$ cat src/rtl/hilo_muldiv_unit_pkg.sv
// Shared types and constants for the HI/LO multiply/divide unit.
// Carries the op encoding, the FSM states and the iteration count.
package muldiv_pkg;

    typedef enum logic [2:0] {
        OpMult  = 3'd0,
        OpMultu = 3'd1,
        OpDiv   = 3'd2,
        OpDivu  = 3'd3,
        OpMthi  = 3'd4,
        OpMtlo  = 3'd5
    } muldiv_op_t;

    typedef enum logic [1:0] {
        StIdle,
        StCalc,
        StFix
    } muldiv_state_t;

    localparam int unsigned MULDIV_ITERS = 32;
    localparam int unsigned CNT_W        = $clog2(MULDIV_ITERS);
    localparam logic [31:0] DIV0_LO      = 32'hFFFF_FFFF;

    // Ops 0..3 go through the iterative datapath; 4..7 do not.
    function automatic logic is_muldiv(input logic [2:0] op);
        return op[2] == 1'b0;
    endfunction

endpackage

$ cat src/rtl/hilo_muldiv_unit_if.sv
// Request/result bundle between the execute stage and the HI/LO unit.
interface hilo_muldiv_unit_if #(
    parameter int unsigned WIDTH = 32
);
    logic             start;
    logic [2:0]       op;
    logic [WIDTH-1:0] rs_content;
    logic [WIDTH-1:0] rt_content;
    logic             busy;
    logic             done;
    logic [WIDTH-1:0] hi;
    logic [WIDTH-1:0] lo;

    modport master (
        output start, op, rs_content, rt_content,
        input  busy, done, hi, lo
    );

    modport slave (
        input  start, op, rs_content, rt_content,
        output busy, done, hi, lo
    );
endinterface

$ cat src/rtl/hilo_muldiv_unit_iter_core.sv
// One radix-2 step per enable: shift-add multiply or restoring divide.
// acc holds {upper/remainder, lower/quotient}; operands arrive already sign-stripped.
module muldiv_iter_core #(
    parameter int unsigned WIDTH = 32
) (
    input  logic               clk,
    input  logic               reset,
    input  logic               load_i,
    input  logic               step_i,
    input  logic               is_div_i,
    input  logic [WIDTH-1:0]   opa_i,
    input  logic [WIDTH-1:0]   opb_i,
    output logic [2*WIDTH-1:0] acc_o
);

    logic [2*WIDTH-1:0] acc_q, acc_d;
    logic [WIDTH-1:0]   opnd_q, opnd_d;
    logic [WIDTH:0]     mul_sum;
    logic [WIDTH:0]     div_part;
    logic [WIDTH:0]     div_diff;

    // Multiply: multiplier sits in the low half and is consumed LSB first.
    assign mul_sum = {1'b0, acc_q[2*WIDTH-1:WIDTH]}
                   + (acc_q[0] ? {1'b0, opnd_q} : '0);

    // Divide: partial remainder after the left shift may need one extra bit.
    assign div_part = acc_q[2*WIDTH-1:WIDTH-1];
    assign div_diff = div_part - {1'b0, opnd_q};

    always_comb begin
        acc_d  = acc_q;
        opnd_d = opnd_q;
        if (load_i) begin
            acc_d  = {{WIDTH{1'b0}}, opa_i};
            opnd_d = opb_i;
        end else if (step_i) begin
            if (!is_div_i) begin
                acc_d = {mul_sum, acc_q[WIDTH-1:1]};
            end else if (div_part >= {1'b0, opnd_q}) begin
                acc_d = {div_diff[WIDTH-1:0], acc_q[WIDTH-2:0], 1'b1};
            end else begin
                acc_d = {acc_q[2*WIDTH-2:0], 1'b0};
            end
        end
    end

    always_ff @(posedge clk) begin
        if (reset) begin
            acc_q  <= '0;
            opnd_q <= '0;
        end else begin
            acc_q  <= acc_d;
            opnd_q <= opnd_d;
        end
    end

    assign acc_o = acc_q;

endmodule

$ cat src/rtl/hilo_muldiv_unit.sv
// Sequential producer of the architectural HI/LO registers: FSM, sign
// handling and HI/LO storage around the iterative datapath.
module hilo_muldiv_unit
    import muldiv_pkg::*;
#(
    parameter int unsigned WIDTH = 32
) (
    input  logic               clk,
    input  logic               reset,
    hilo_muldiv_unit_if.slave  bus
);

    muldiv_state_t      state_q, state_d;
    logic [CNT_W-1:0]   cnt_q, cnt_d;
    logic               is_div_q, is_div_d;
    logic               neg_res_q, neg_res_d;
    logic               dvd_neg_q, dvd_neg_d;
    logic               div_zero_q, div_zero_d;
    logic               done_q, done_d;
    logic [WIDTH-1:0]   hi_q, hi_d;
    logic [WIDTH-1:0]   lo_q, lo_d;

    logic               core_load, core_step;
    logic               is_signed;
    logic [WIDTH-1:0]   rs, rt, opa, opb;
    logic [2*WIDTH-1:0] acc, prod_fix;
    logic [WIDTH-1:0]   quot_fix, rem_fix;

    assign rs        = bus.rs_content;
    assign rt        = bus.rt_content;
    assign is_signed = (bus.op == OpMult) || (bus.op == OpDiv);
    assign opa       = (is_signed && rs[WIDTH-1]) ? -rs : rs;
    assign opb       = (is_signed && rt[WIDTH-1]) ? -rt : rt;

    // Truncating division: remainder follows the dividend's sign.
    assign prod_fix = neg_res_q ? -acc : acc;
    assign quot_fix = neg_res_q ? -acc[WIDTH-1:0] : acc[WIDTH-1:0];
    assign rem_fix  = dvd_neg_q ? -acc[2*WIDTH-1:WIDTH] : acc[2*WIDTH-1:WIDTH];

    muldiv_iter_core #(
        .WIDTH (WIDTH)
    ) u_core (
        .clk      (clk),
        .reset    (reset),
        .load_i   (core_load),
        .step_i   (core_step),
        .is_div_i (is_div_q),
        .opa_i    (opa),
        .opb_i    (opb),
        .acc_o    (acc)
    );

    always_comb begin
        state_d    = state_q;
        cnt_d      = cnt_q;
        is_div_d   = is_div_q;
        neg_res_d  = neg_res_q;
        dvd_neg_d  = dvd_neg_q;
        div_zero_d = div_zero_q;
        hi_d       = hi_q;
        lo_d       = lo_q;
        done_d     = 1'b0;
        core_load  = 1'b0;
        core_step  = 1'b0;

        case (state_q)
            StIdle: begin
                if (bus.start) begin
                    if (is_muldiv(bus.op)) begin
                        core_load  = 1'b1;
                        is_div_d   = bus.op[1];
                        neg_res_d  = is_signed && (rs[WIDTH-1] ^ rt[WIDTH-1]);
                        dvd_neg_d  = is_signed && rs[WIDTH-1];
                        div_zero_d = (rt == '0);
                        cnt_d      = '0;
                        state_d    = StCalc;
                    end else if (bus.op == OpMthi) begin
                        hi_d   = rs;
                        done_d = 1'b1;
                    end else if (bus.op == OpMtlo) begin
                        lo_d   = rs;
                        done_d = 1'b1;
                    end
                end
            end
            StCalc: begin
                core_step = 1'b1;
                cnt_d     = cnt_q + 1'b1;
                if (cnt_q == CNT_W'(MULDIV_ITERS - 1)) begin
                    state_d = StFix;
                end
            end
            StFix: begin
                if (is_div_q) begin
                    // Divide by zero leaves the dividend in HI via the sign fix-up.
                    lo_d = div_zero_q ? WIDTH'(DIV0_LO) : quot_fix;
                    hi_d = rem_fix;
                end else begin
                    lo_d = prod_fix[WIDTH-1:0];
                    hi_d = prod_fix[2*WIDTH-1:WIDTH];
                end
                done_d  = 1'b1;
                cnt_d   = '0;
                state_d = StIdle;
            end
            default: begin
                state_d = StIdle;
            end
        endcase
    end

    always_ff @(posedge clk) begin
        if (reset) begin
            state_q    <= StIdle;
            cnt_q      <= '0;
            is_div_q   <= 1'b0;
            neg_res_q  <= 1'b0;
            dvd_neg_q  <= 1'b0;
            div_zero_q <= 1'b0;
            done_q     <= 1'b0;
            hi_q       <= '0;
            lo_q       <= '0;
        end else begin
            state_q    <= state_d;
            cnt_q      <= cnt_d;
            is_div_q   <= is_div_d;
            neg_res_q  <= neg_res_d;
            dvd_neg_q  <= dvd_neg_d;
            div_zero_q <= div_zero_d;
            done_q     <= done_d;
            hi_q       <= hi_d;
            lo_q       <= lo_d;
        end
    end

    assign bus.busy = (state_q != StIdle);
    assign bus.done = done_q;
    assign bus.hi   = hi_q;
    assign bus.lo   = lo_q;

endmodule

$ cat src/flat_wrapper.sv
// flat-port wrapper written by rule: the top's interface ports become plain ports
module hilo_muldiv_unit_flat import muldiv_pkg::*;
#(
    parameter int unsigned WIDTH = 32
)
  (clk, reset, bus_start, bus_op, bus_rs_content, bus_rt_content, bus_busy, bus_done, bus_hi, bus_lo);
  hilo_muldiv_unit_if #(.WIDTH(WIDTH)) bus_i ();
  input  logic clk;
  input  logic reset;
  input wire logic [$bits(bus_i.start)-1:0] bus_start;
  input wire logic [$bits(bus_i.op)-1:0] bus_op;
  input wire logic [$bits(bus_i.rs_content)-1:0] bus_rs_content;
  input wire logic [$bits(bus_i.rt_content)-1:0] bus_rt_content;
  output wire logic [$bits(bus_i.busy)-1:0] bus_busy;
  output wire logic [$bits(bus_i.done)-1:0] bus_done;
  output wire logic [$bits(bus_i.hi)-1:0] bus_hi;
  output wire logic [$bits(bus_i.lo)-1:0] bus_lo;
  assign bus_i.start = bus_start;
  assign bus_i.op = bus_op;
  assign bus_i.rs_content = bus_rs_content;
  assign bus_i.rt_content = bus_rt_content;
  assign bus_busy = bus_i.busy;
  assign bus_done = bus_i.done;
  assign bus_hi = bus_i.hi;
  assign bus_lo = bus_i.lo;
  hilo_muldiv_unit #(.WIDTH(WIDTH)) u_core (.clk(clk), .reset(reset), .bus(bus_i));
endmodule
$ cat config.mk
export PLATFORM = sky130hd
export DESIGN_NAME = hilo_muldiv_unit_flat
export DESIGN_NICKNAME = d
export VERILOG_FILES = /design/src/rtl/hilo_muldiv_unit_pkg.sv /design/src/rtl/hilo_muldiv_unit_if.sv /design/src/rtl/hilo_muldiv_unit_iter_core.sv /design/src/rtl/hilo_muldiv_unit.sv /design/src/flat_wrapper.sv
export SDC_FILE = /design/constraint.sdc
export NUM_CORES = 1
export LEC_CHECK = 0
export ABC_CLOCK_PERIOD_IN_PS = 3850
export CAP_MARGIN = 20
export CORE_AREA = 2 2 211 130
export CTS_BUF_LIST = sky130_fd_sc_hd__clkbuf_2 sky130_fd_sc_hd__clkbuf_4 sky130_fd_sc_hd__clkbuf_8
export DETAILED_ROUTE_END_ITERATION = 10
export DIE_AREA = 0 0 213 132
export PLACE_DENSITY = 0.79
export SLEW_MARGIN = 5
export SYNTH_ARGS = -nofsm -noshare
export SYNTH_HDL_FRONTEND = slang
export SYNTH_SLANG_ARGS = --single-unit
$ cat constraint.sdc
create_clock -name clk -period 3.85 [get_ports clk]
set_clock_uncertainty 0.2 [all_clocks]
set_input_delay 0.385 -clock clk [delete_from_list [all_inputs] [get_ports clk]]
set_output_delay 0.385 -clock clk [all_outputs]
set_load 0.005 [all_outputs]
Yosys cells after proc, flatten, opt, wreduce, memory -nomap -nowiden:

Cells that the tools add are included.
Widths: inputs -> output; s select.

* bits in registers: 172
* output and inout bits: 66
* word-level logic and storage cells: 91
* bits of input ports: 70

* add/sub/neg operators: 8
* bitwise operators: 2
* $lt $le $gt $ge: 1
* multiplexer cells: 38
* eq/ne operators: 13
* reduce and logical (&&, ||, !) cells: 17

Operator list (count)
* $mux 32: 17
* $mux 64: 3
* $neg 32->32: 4
* $pmux 32 s2: 2
* $neg 64->64: 1
* $add 32x32->33: 1
* $ge 33x32->1: 1
* $logic_not 32->1: 1
* $sub 32x32->32: 1
* $pmux 5 s3: 1
* $mux 5: 2
* $reduce_and 3->1: 3
* $mux 1: 8
* $ne 2x2->1 const B: 4
* $eq 3x3->1 const B: 2
* $mux 2: 3
* $ne 2x1->1 const B: 3
* $reduce_bool 2->1: 3
* $add 5x1->5 const B: 1
* $eq 5x5->1 const B: 1
* $reduce_and 5->1: 1
* $pmux 2 s2: 1
* $reduce_and 4->1: 1
* $eq 3x2->1 const B: 1
* 11 further kinds: 13

Depth between registers and ports, before layout:

Gate-level depths: netlist of the first run.

* depth in word-level cells: 6
* mapped depth: 14
* depth with buffers taken out: 12

Hierarchy:

From an unflattened synthesis of the first run, not the netlist that was laid out.

* cell total of the unflattened synthesis: 1965
* area total of the unflattened synthesis: 14720.4 um^2

Modules (own cells, without submodules)
* muldiv_iter_core: cells each 1067, instances 1, area an instance 8217.9 um^2, seq. area each 1921.8 um^2
* hilo_muldiv_unit: cells each 898, instances 1, area an instance 6502.5 um^2, seq. area each 1521.5 um^2

Worst setup path before layout of the first run:

OpenSTA, ideal clock, no wires.

* path type: register to register
* start point: register u_core.u_core.acc_q[0] (netlist: u_core.u_core.acc_o[0])
* end point: register u_core.u_core.acc_q[59] (netlist: u_core.u_core.acc_o[59])
* data required time: 3530 ps
* data arrival time: 3410 ps
* path buffers: 1
* setup slack: 121 ps
* stages on the path, launching flop included: 14
* cell sequence: dfxtp_1 -> inv_1 -> buf_1 -> nor2_1 -> ha_1 -> a21oi_1 -> o22ai_1 -> a2111oi_0 -> o31ai_1 -> a41o_1 -> a31oi_1 -> a211oi_1 -> a41o_1 -> a211o_1

* longest elaborated chain between the ends: 3

RTL lines
* start, declared: line hilo_muldiv_unit_iter_core.sv:16 `logic [2*WIDTH-1:0] acc_q, acc_d;`
* start signal, assigned: line hilo_muldiv_unit_iter_core.sv:49 `acc_q <= '0;`
* start signal, assigned: line hilo_muldiv_unit_iter_core.sv:52 `acc_q <= acc_d;`
* $mux 32: line hilo_muldiv_unit_iter_core.sv:24 `+ (acc_q[0] ? {1'b0, opnd_q} : '0);`
* $add 32x32->33: line hilo_muldiv_unit_iter_core.sv:24
* $mux 64: line hilo_muldiv_unit_iter_core.sv:37 `if (!is_div_i) begin`

No other way between the ends.
A chain may end at the register's enable or synchronous reset.

Worst setup path after layout of the first run:

* start point: register u_core.u_core.acc_q[0] (netlist: u_core.u_core.acc_o[0])
* end point: register u_core.u_core.acc_q[55] (netlist: u_core.u_core.acc_o[55])

The elaborated chain is that of the path after synthesis.

==> results.cfg, run 1 <==
[status]
status = finished clean

[cts]
post_cts_resized = 0
cts-root-buf = clkbuf_8
worstSkewPairLatency_ps = 520
cts_buffers = 17
cts_tree = built
cts.sinks = 172
path_clk_slew_ps = 100
h-tree-depth = 4
cts_hold_buf = 0
cts_buffer_depth = 2
postCtsSetupBuffers = 0

[drt]
vias_per_cell = 6.52
drt-pass1-iter-count = 7
drt_first_iter_violations = 1874
drt-total-wl_um = 51200
vias = 15576
wl_per_cell_um = 21.4
drc = 0
ant_nets = 0

[setup_path]
crit_fanout = 8
slowest_delay_ps = 490
path_class = reg -> reg
crit_top_cell = o31ai_1
reg2reg_from = u_core.u_core.acc_o[0]$_SDFFE_PP0P_
r2r_slack_ps = 100
path_buf_inv = 1
slowest_stage = a2111oi_2
r2r-end = u_core.u_core.acc_o[55]$_SDFFE_PP0P_
r2r_cells = 13
cp-end-kind = flip-flop
arrival_ps = 3950
cp-start-kind = flip-flop
crit_chain = and2_1 -> ha_1 -> fa_1 -> a21oi_2 -> o22ai_1 -> a2111oi_2 -> o31ai_1 -> a41o_1 -> a31oi_2 -> buf_4 -> a21oi_1 -> o31ai_1 -> o21ai_0
cp_top_family = compound AO/OA/AOI/OAI gates
required_ps = 4040

[min_path]
hp-start = reset
hold_path_depth = 2
hold_class = in -> reg
hold_path_end = u_core.cnt_q[0]$_SDFFE_PP0P_

[placed_design]
place_hpwl_um = 38400
io_buffers = 135
gp_congestion = 1.02
place_area_um2 = 16100
place_ws_ps = 66.7

[yosys]
yosysMostFrequentCell = nor2_1
syn-cell-area_um2 = 14000
syn_nets = 2036
synth-seq-cells = 172
synth_top_area_share_pct = 24.6
yosys_warnings = 0
synth_ff_type = dfxtp_1
synth_common_cells = 246 x nor2_1, 174 x a21oi_1, 172 x dfxtp_1
synth-edff-count = 0
synth_top_cell_by_area = dfxtp_1
synth-seq-area-share_pct = 24.6
netlist_instances = 1894
synth.distinct_cells = 72
synth.avg_cell_area_um2 = 7.40
synthTopCellsByArea = dfxtp_1 25%, nor2_1 6.6%, xnor2_1 6.6%, ha_1 6.3%, a21oi_1 6.2%
async_flop_share_pct = 0

[global_routing]
antenna_found_initial = 1
grt_use_total_pct = 36.2
grt_pass1_wl_um = 79400
grt-ovfl-total = 0
grt_max_degree = 122
grt_pass1_vias = 13998

[floorplanning]
die_width_um = 213
fp.dieH_um = 132
coreArea_um2 = 26100
die-area_um2 = 28100
io_pins = 136
rows = 46
start_util_pct = 53.7

[finish]
multiInputGateArea_um2 = 9920
finalNetCount = 2157
fillCellCount = 2347
utilization_pct = 63.5
seq_area_um2 = 3450
final_design_area_no_fill_um2 = 16600
syn_to_final_growth_pct = 18.3
drive_gt1_share_pct = 8.88

[timing]
slew_viol_final = 0
slew_headroom_pct = 36.6
fin_crit_ps = 3750
fin_ws_ps = 98.7
hold_viol = 0
setup_viol = 0
period_share_pct = 97.4
fmax_mhz = 267
worst_slew_pin_slew_ps = 951

[pwr]
ir_drop_mv = 0.202
power_density_nw_per_um2 = 292
p_leak_nw = 6.15

[job]
cap_violations = 0
==> logic make-up after synthesis <==
logic type      count (synthesis)  synth area share [%]
xor+xnor                      166                  10.4
fa+ha+maj                      72                  6.54
compound gates                613                  28.8
buf+inv                       190                  5.23
mux                            56                  4.07
flops                         172                  24.6
simple gates                  625                  20.4
==> final cells by class <==
class,instances,area share [%]
repair buffers,232,13.0
clock inverters,13,0.687
diodes,1,0.0151
flip-flops and latches,172,20.8
inverters,60,1.36
multi-input cells,1532,59.9
clock buffers,19,1.50
well taps,360,2.72
==> sequential cells by signal, summed over array words and instances (netlist names), 2 cells and up <==
signal / count
u_core.u_core.acc_o: 64
u_core.bus.lo: 32
u_core.u_core.opnd_q: 32
u_core.bus.hi: 32
u_core.cnt_q: 5
u_core.state_q: 2
==> power breakdown <==
group | internal [mW] | switching, mW
Clock | 0.478 | 0.777
Combinational | 0.667 | 0.954
Sequential | 1.86 | 0.106
==> worst max path at each step <==
stage,start,endpoint,cells past startpoint
6_report,u_core.u_core.acc_o[0]$_SDFFE_PP0P_,u_core.u_core.acc_o[55]$_SDFFE_PP0P_,13
5_1_grt,u_core.u_core.acc_o[0]$_SDFFE_PP0P_,u_core.u_core.acc_o[55]$_SDFFE_PP0P_,13
4_1_cts,u_core.u_core.acc_o[0]$_SDFFE_PP0P_,u_core.u_core.acc_o[59]$_SDFFE_PP0P_,12
3_5_place_dp,u_core.u_core.acc_o[0]$_SDFFE_PP0P_,u_core.u_core.acc_o[59]$_SDFFE_PP0P_,12
3_3_place_gp,u_core.u_core.acc_o[0]$_SDFFE_PP0P_,u_core.u_core.acc_o[59]$_SDFFE_PP0P_,12
2_1_floorplan,u_core.u_core.acc_o[0]$_SDFFE_PP0P_,u_core.u_core.acc_o[59]$_SDFFE_PP0P_,13
==> stage by stage <==
step / setup TNS, ps / hold slack [ps] / power (mW) / cells
after floorplan: 0 / 229 / 2.97 / 1894
after global placement: 0 / 238 / 3.53 / 2355
after detailed placement: 0 / 244 / 3.55 / 2355
after CTS: 0 / 115 / 4.79 / 2387
after global routing: -218 / 138 / 5.05 / 2388
final: 0 / 142 / 4.84 / 2389
==> cells in the final DEF (no fill, tap or decap), types with 8 or more instances in the layout <==
| cell | count |
|---|---|
| or3_1 | 26 |
| clkdlybuf4s50_1 | 134 |
| nor2_1 | 245 |
| mux2i_1 | 48 |
| buf_4 | 92 |
| a211oi_1 | 107 |
| o21ai_0 | 107 |
| nand4_1 | 14 |
| xnor2_1 | 104 |
| o22ai_1 | 9 |
| inv_1 | 59 |
| xor2_1 | 61 |
| a21oi_1 | 171 |
| nor3_1 | 40 |
| o221ai_1 | 26 |
| a311oi_1 | 12 |
| nand3_1 | 32 |
| or4_1 | 9 |
| o31ai_1 | 20 |
| o21a_1 | 8 |
| a21o_1 | 22 |
| mux2_2 | 8 |
| dfxtp_1 | 171 |
| and3_1 | 10 |
| a31oi_1 | 18 |
| nand2_1 | 171 |
| o41ai_1 | 17 |
| ha_1 | 69 |
| clkbuf_8 | 17 |
| nor4_1 | 18 |
| nor2b_1 | 10 |
| o211ai_1 | 19 |
| nand2b_1 | 11 |
==> per-layer routing <==
layer | share of wire (%) | vias up | wire, um | GRT usage (%)
li1 | - | 7180 | - | -
met1 | 45 | 7322 | 23300 | 54.2
met2 | 38 | 985 | 19500 | 47.2
met3 | 15 | 89 | 7470 | 14.6
met4 | 1.8 | 0 | 915 | 8.59
met5 | 0 | - | 0 | 0
Power figures use the tool's default switching activity.
==> inputs of run 2 (changes only) <==
Settings changed: PLACE_DENSITY 0.79 to not set, PLACE_DENSITY_LB_ADDON set to 0.1.
==> results.cfg, run 2 (synthesized netlist as in run 1, its figures left out) <==
[global_routing]
grt_pass1_vias = 13670
grt_pass1_wl_um = 79700
antenna_found_initial = 2
grt-ovfl-total = 0
grt_use_total_pct = 36.4
grt_max_degree = 122

[status]
status = finished clean

[job]
cap_violations = 0

[floorplanning]
die-area_um2 = 28100
rows = 46
coreArea_um2 = 26100
fp.dieH_um = 132
start_util_pct = 53.7
io_pins = 136
die_width_um = 213

[finish]
finalNetCount = 2152
drive_gt1_share_pct = 8.56
layout_common_cells = 245 x nor2_1, 173 x a21oi_1, 171 x nand2_1, 171 x dfxtp_1, 134 x clkdlybuf4s50_1
syn_to_final_growth_pct = 17.8
largest_reg_flops = 64
mostFrequentLayoutCell = nor2_1

[drt]
wl_per_cell_um = 21.7
drt-pass1-iter-count = 6
vias = 15323
vias_per_cell = 6.43
ant_nets = 0
drt-total-wl_um = 51700
drt_first_iter_violations = 1920
drc = 0

[setup_path]
cp-start-kind = flip-flop
slowest_delay_ps = 600
crit_fanout = 8
path_class = reg -> reg
slowest_stage = or4_4
r2r_cells = 10
crit_top_cell = or4_4
crit_chain = or4_4 -> or4_4 -> or3_4 -> buf_4 -> nor4_4 -> nor2_2 -> o41ai_2 -> xnor2_1 -> o211ai_1 -> a21oi_1
required_ps = 3990
r2r_slack_ps = 110
arrival_ps = 3880
cp-end-kind = flip-flop

[cts]
cts_buffer_depth = 2
postCtsSetupBuffers = 0
worstSkewPairLatency_ps = 500
cts_hold_buf = 0
h-tree-depth = 4
post_cts_resized = 2
path_clk_slew_ps = 100
cts.sinks = 172
cts_tree = built
cts_buffers = 17
cts-root-buf = clkbuf_8

[timing]
worst_slew_pin_slew_ps = 1060
slew_headroom_pct = 29.2
fin_ws_ps = 109
slew_viol_final = 0
period_share_pct = 97.2
fin_crit_ps = 3740
setup_viol = 0
hold_viol = 0
fmax_mhz = 267

[placed_design]
gp_congestion = 1.04
place_hpwl_um = 39400
place_ws_ps = -38.7
io_buffers = 135

[pwr]
power_density_nw_per_um2 = 297
totalPowerFinal_mw = 4.91
ir_drop_mv = 0.205
p_leak_nw = 6.11

[min_path]
hold_class = in -> reg
hold_path_depth = 2
[run 2: layer usage]
| layer | wire length (um) | global-route usage [%] | share of wire (%) | up-vias |
|---|---|---|---|---|
| li1 | - | - | - | 7158 |
| met1 | 24300 | 56.5 | 47 | 7216 |
| met2 | 19600 | 46.5 | 38 | 878 |
| met4 | 693 | 7.42 | 1.3 | 0 |
| met3 | 7200 | 13.2 | 14 | 71 |
| met5 | 0 | 0 | 0 | - |
[run 2: power breakdown]
group | switching [mW] | internal [mW]
registers | 0.110 | 1.86
logic | 0.960 | 0.663
clock network | 0.758 | 0.559
total | 1.83 | 3.08
[run 2: final timing paths]
path,start,endpoint
worst min-delay path,reset,u_core.bus.hi[4]$_SDFFE_PP0P_
worst max-delay path,u_core.u_core.acc_o[13]$_SDFFE_PP0P_,u_core.bus.hi[19]$_SDFFE_PP0P_
worst min register to register,u_core.bus.lo[23]$_SDFFE_PP0P_,u_core.bus.lo[23]$_SDFFE_PP0P_
worst max register to register,u_core.u_core.acc_o[13]$_SDFFE_PP0P_,u_core.bus.hi[19]$_SDFFE_PP0P_
[run 2: final cells by class]
type                    count  area (um^2)
multi-input cells        1532         9930
fillers                  2369         9560
flip-flops and latches    172         3450
repair buffers            227         2080
well taps                 360          450
clock buffers              20          269
inverters                  60          225
clock inverters            11          110
diodes                      1         2.50
[run 2: per-stage QoR]
step	hold slack [ps]	setup TNS (ps)	instances	util, %	cell area [um^2]
after floorplan	229	0	1894	-	14000
after global placement	240	0	2351	61.6	16100
after detailed placement	246	-38.7	2351	61.6	16100
after CTS	111	0	2382	63.1	16400
after global routing	140	-3.78	2382	63.3	16500
final	136	0	2383	63.3	16500
[run 2: worst max-delay path: cells and delay by family (launching register included)]
kind / cells / cell delay, ps
xor+xnor: 1 / 110
buf+inv: 1 / 190
compound gates: 3 / 700
flops: 1 / 420
simple gates: 5 / 1950
==> inputs of run 3 (changes only) <==
Settings changed: CORE_AREA 2 2 211 130 to 2 2 165 167, DIE_AREA 0 0 213 132 to 0 0 167 169, PLACE_DENSITY_LB_ADDON 0.1 to 0.25.
==> results.cfg, run 3 (synthesized netlist as in run 1, its figures left out) <==
[drt]
drc = 0
drt-total-wl_um = 50300
ant_nets = 0
vias = 15099
drt-pass1-iter-count = 5
wl_per_cell_um = 21.1
vias_per_cell = 6.34
drt_first_iter_violations = 1528

[timing]
fmax_mhz = 271
rsz0062_at_grt = false
setup_viol = 0
whs_ps = 223
slew_viol_final = 0
worst_slew_pin_slew_ps = 945
finalSetupTns_ps = 0
fin_crit_ps = 3690
slew_headroom_pct = 37.0
period_share_pct = 95.9
hold_viol = 0

[floorplanning]
fp.dieH_um = 169
io_pins = 136
coreArea_um2 = 26500
die_width_um = 167
die-area_um2 = 28200
rows = 60
start_util_pct = 52.9

[finish]
drive_gt1_share_pct = 9.35
layout_common_cells = 245 x nor2_1, 173 x a21oi_1, 171 x nand2_1
fillCellCount = 2499
insertedDiodeCount = 0
syn_to_final_growth_pct = 18.6
utilization_pct = 62.7
multiInputGateArea_um2 = 9900
seq_area_um2 = 3450
largest_reg_flops = 64
finalNetCount = 2172
mostFrequentLayoutCell = nor2_1

[setup_path]
path_class = reg -> reg
cp-start-kind = flip-flop
crit_chain = inv_1 -> ha_1 -> nor2_1 -> a211oi_1 -> buf_4 -> o31ai_1 -> a211oi_1 -> or3_1 -> a21oi_1 -> o21ai_0 -> xor2_1 -> a221o_1
cp-end-kind = flip-flop
crit_top_cell = a211oi_1
cp_top_family = compound AO/OA/AOI/OAI gates
slowest_stage = o31ai_1
path_buf_inv = 2
crit_fanout = 5
arrival_ps = 3870
slowest_delay_ps = 730
required_ps = 4030

[pwr]
totalPowerFinal_mw = 4.87
p_leak_nw = 6.18
power_density_nw_per_um2 = 293
ir_drop_mv = 0.198

[global_routing]
grt-ovfl-total = 0
grt_max_degree = 122
grt_use_total_pct = 34.4
antenna_found_initial = 0
grt_pass1_wl_um = 77300
grt_pass1_vias = 13914

[cts]
cts_tree = built
cts_buffer_depth = 2
cts-root-buf = clkbuf_8
path_clk_slew_ps = 120
h-tree-depth = 4
cts.sinks = 172
cts_buffers = 17
worstSkewPairLatency_ps = 480

[job]
cap_violations = 0

[placed_design]
place_hpwl_um = 38100
gp_congestion = 0.991
io_buffers = 135

[status]
status = finished clean

[min_path]
hold_class = in -> reg
## run 3: worst reg2reg max path, stage by stage (launching register included)
cell and delay (ps):
dfxtp_1 400, inv_1 90, ha_1 370, nor2_1 150
a211oi_1 80, buf_4 150, o31ai_1 730, a211oi_1 220
or3_1 390, a21oi_1 230, o21ai_0 120, xor2_1 160
a221o_1 300
## run 3: area by class of cell
type	instances	area share (%)
clock inverters	14	0.896
inverters	60	1.38
clock buffers	17	1.41
multi-input cells	1532	59.6
repair buffers	246	13.4
repair inverters	1	0.0452
flip-flops and latches	172	20.8
well taps	341	2.57
## run 3: layer usage
layer	GRT usage (%)	wire (um)	vias to the layer above	share of wire, %
li1	-	-	7186	-
met1	43.8	20900	7108	42
met2	57.8	23500	686	47
met3	4.91	3670	119	7.3
met4	15.9	2200	0	4.4
met5	0	0	-	0
## run 3: worst paths after layout
path	start	to	slack, ps	depth (start not counted)
max	u_core.u_core.opnd_q[3]$_SDFFE_PP0P_	u_core.u_core.acc_o[60]$_SDFFE_PP0P_	160	12
min	reset	u_core.div_zero_q$_SDFFE_PP0P_	220	2
max reg2reg	u_core.u_core.opnd_q[3]$_SDFFE_PP0P_	u_core.u_core.acc_o[60]$_SDFFE_PP0P_	160	12
min reg2reg	u_core.bus.lo[22]$_SDFFE_PP0P_	u_core.bus.lo[22]$_SDFFE_PP0P_	260	2
## run 3: timing repair
action | 4_1_cts | 5_1_grt
hold buffers | 0 | 0
gates resized for setup | 1 | 11
gates cloned | 0 | 1
setup buffers | 0 | 2
pin swaps | 0 | 1
setup endpoints to repair | 4 | 12
## run 3: power by group
part	total (mW)	internal [mW]	switching [mW]
combinational	1.58	0.667	0.914
sequential	1.97	1.86	0.110
clock	1.32	0.485	0.832
## run 3: stage by stage
| stage | setup slack (ps) | cell area [um^2] | cells |
|---|---|---|---|
| floorplan | 121 | 14000 | 1894 |
| global placement | 77.2 | 16200 | 2349 |
| CTS | 66.7 | 16600 | 2380 |
| finish | 157 | 16600 | 2383 |
| detailed placement | 23.4 | 16200 | 2349 |
| global route | 8.50 | 16600 | 2383 |
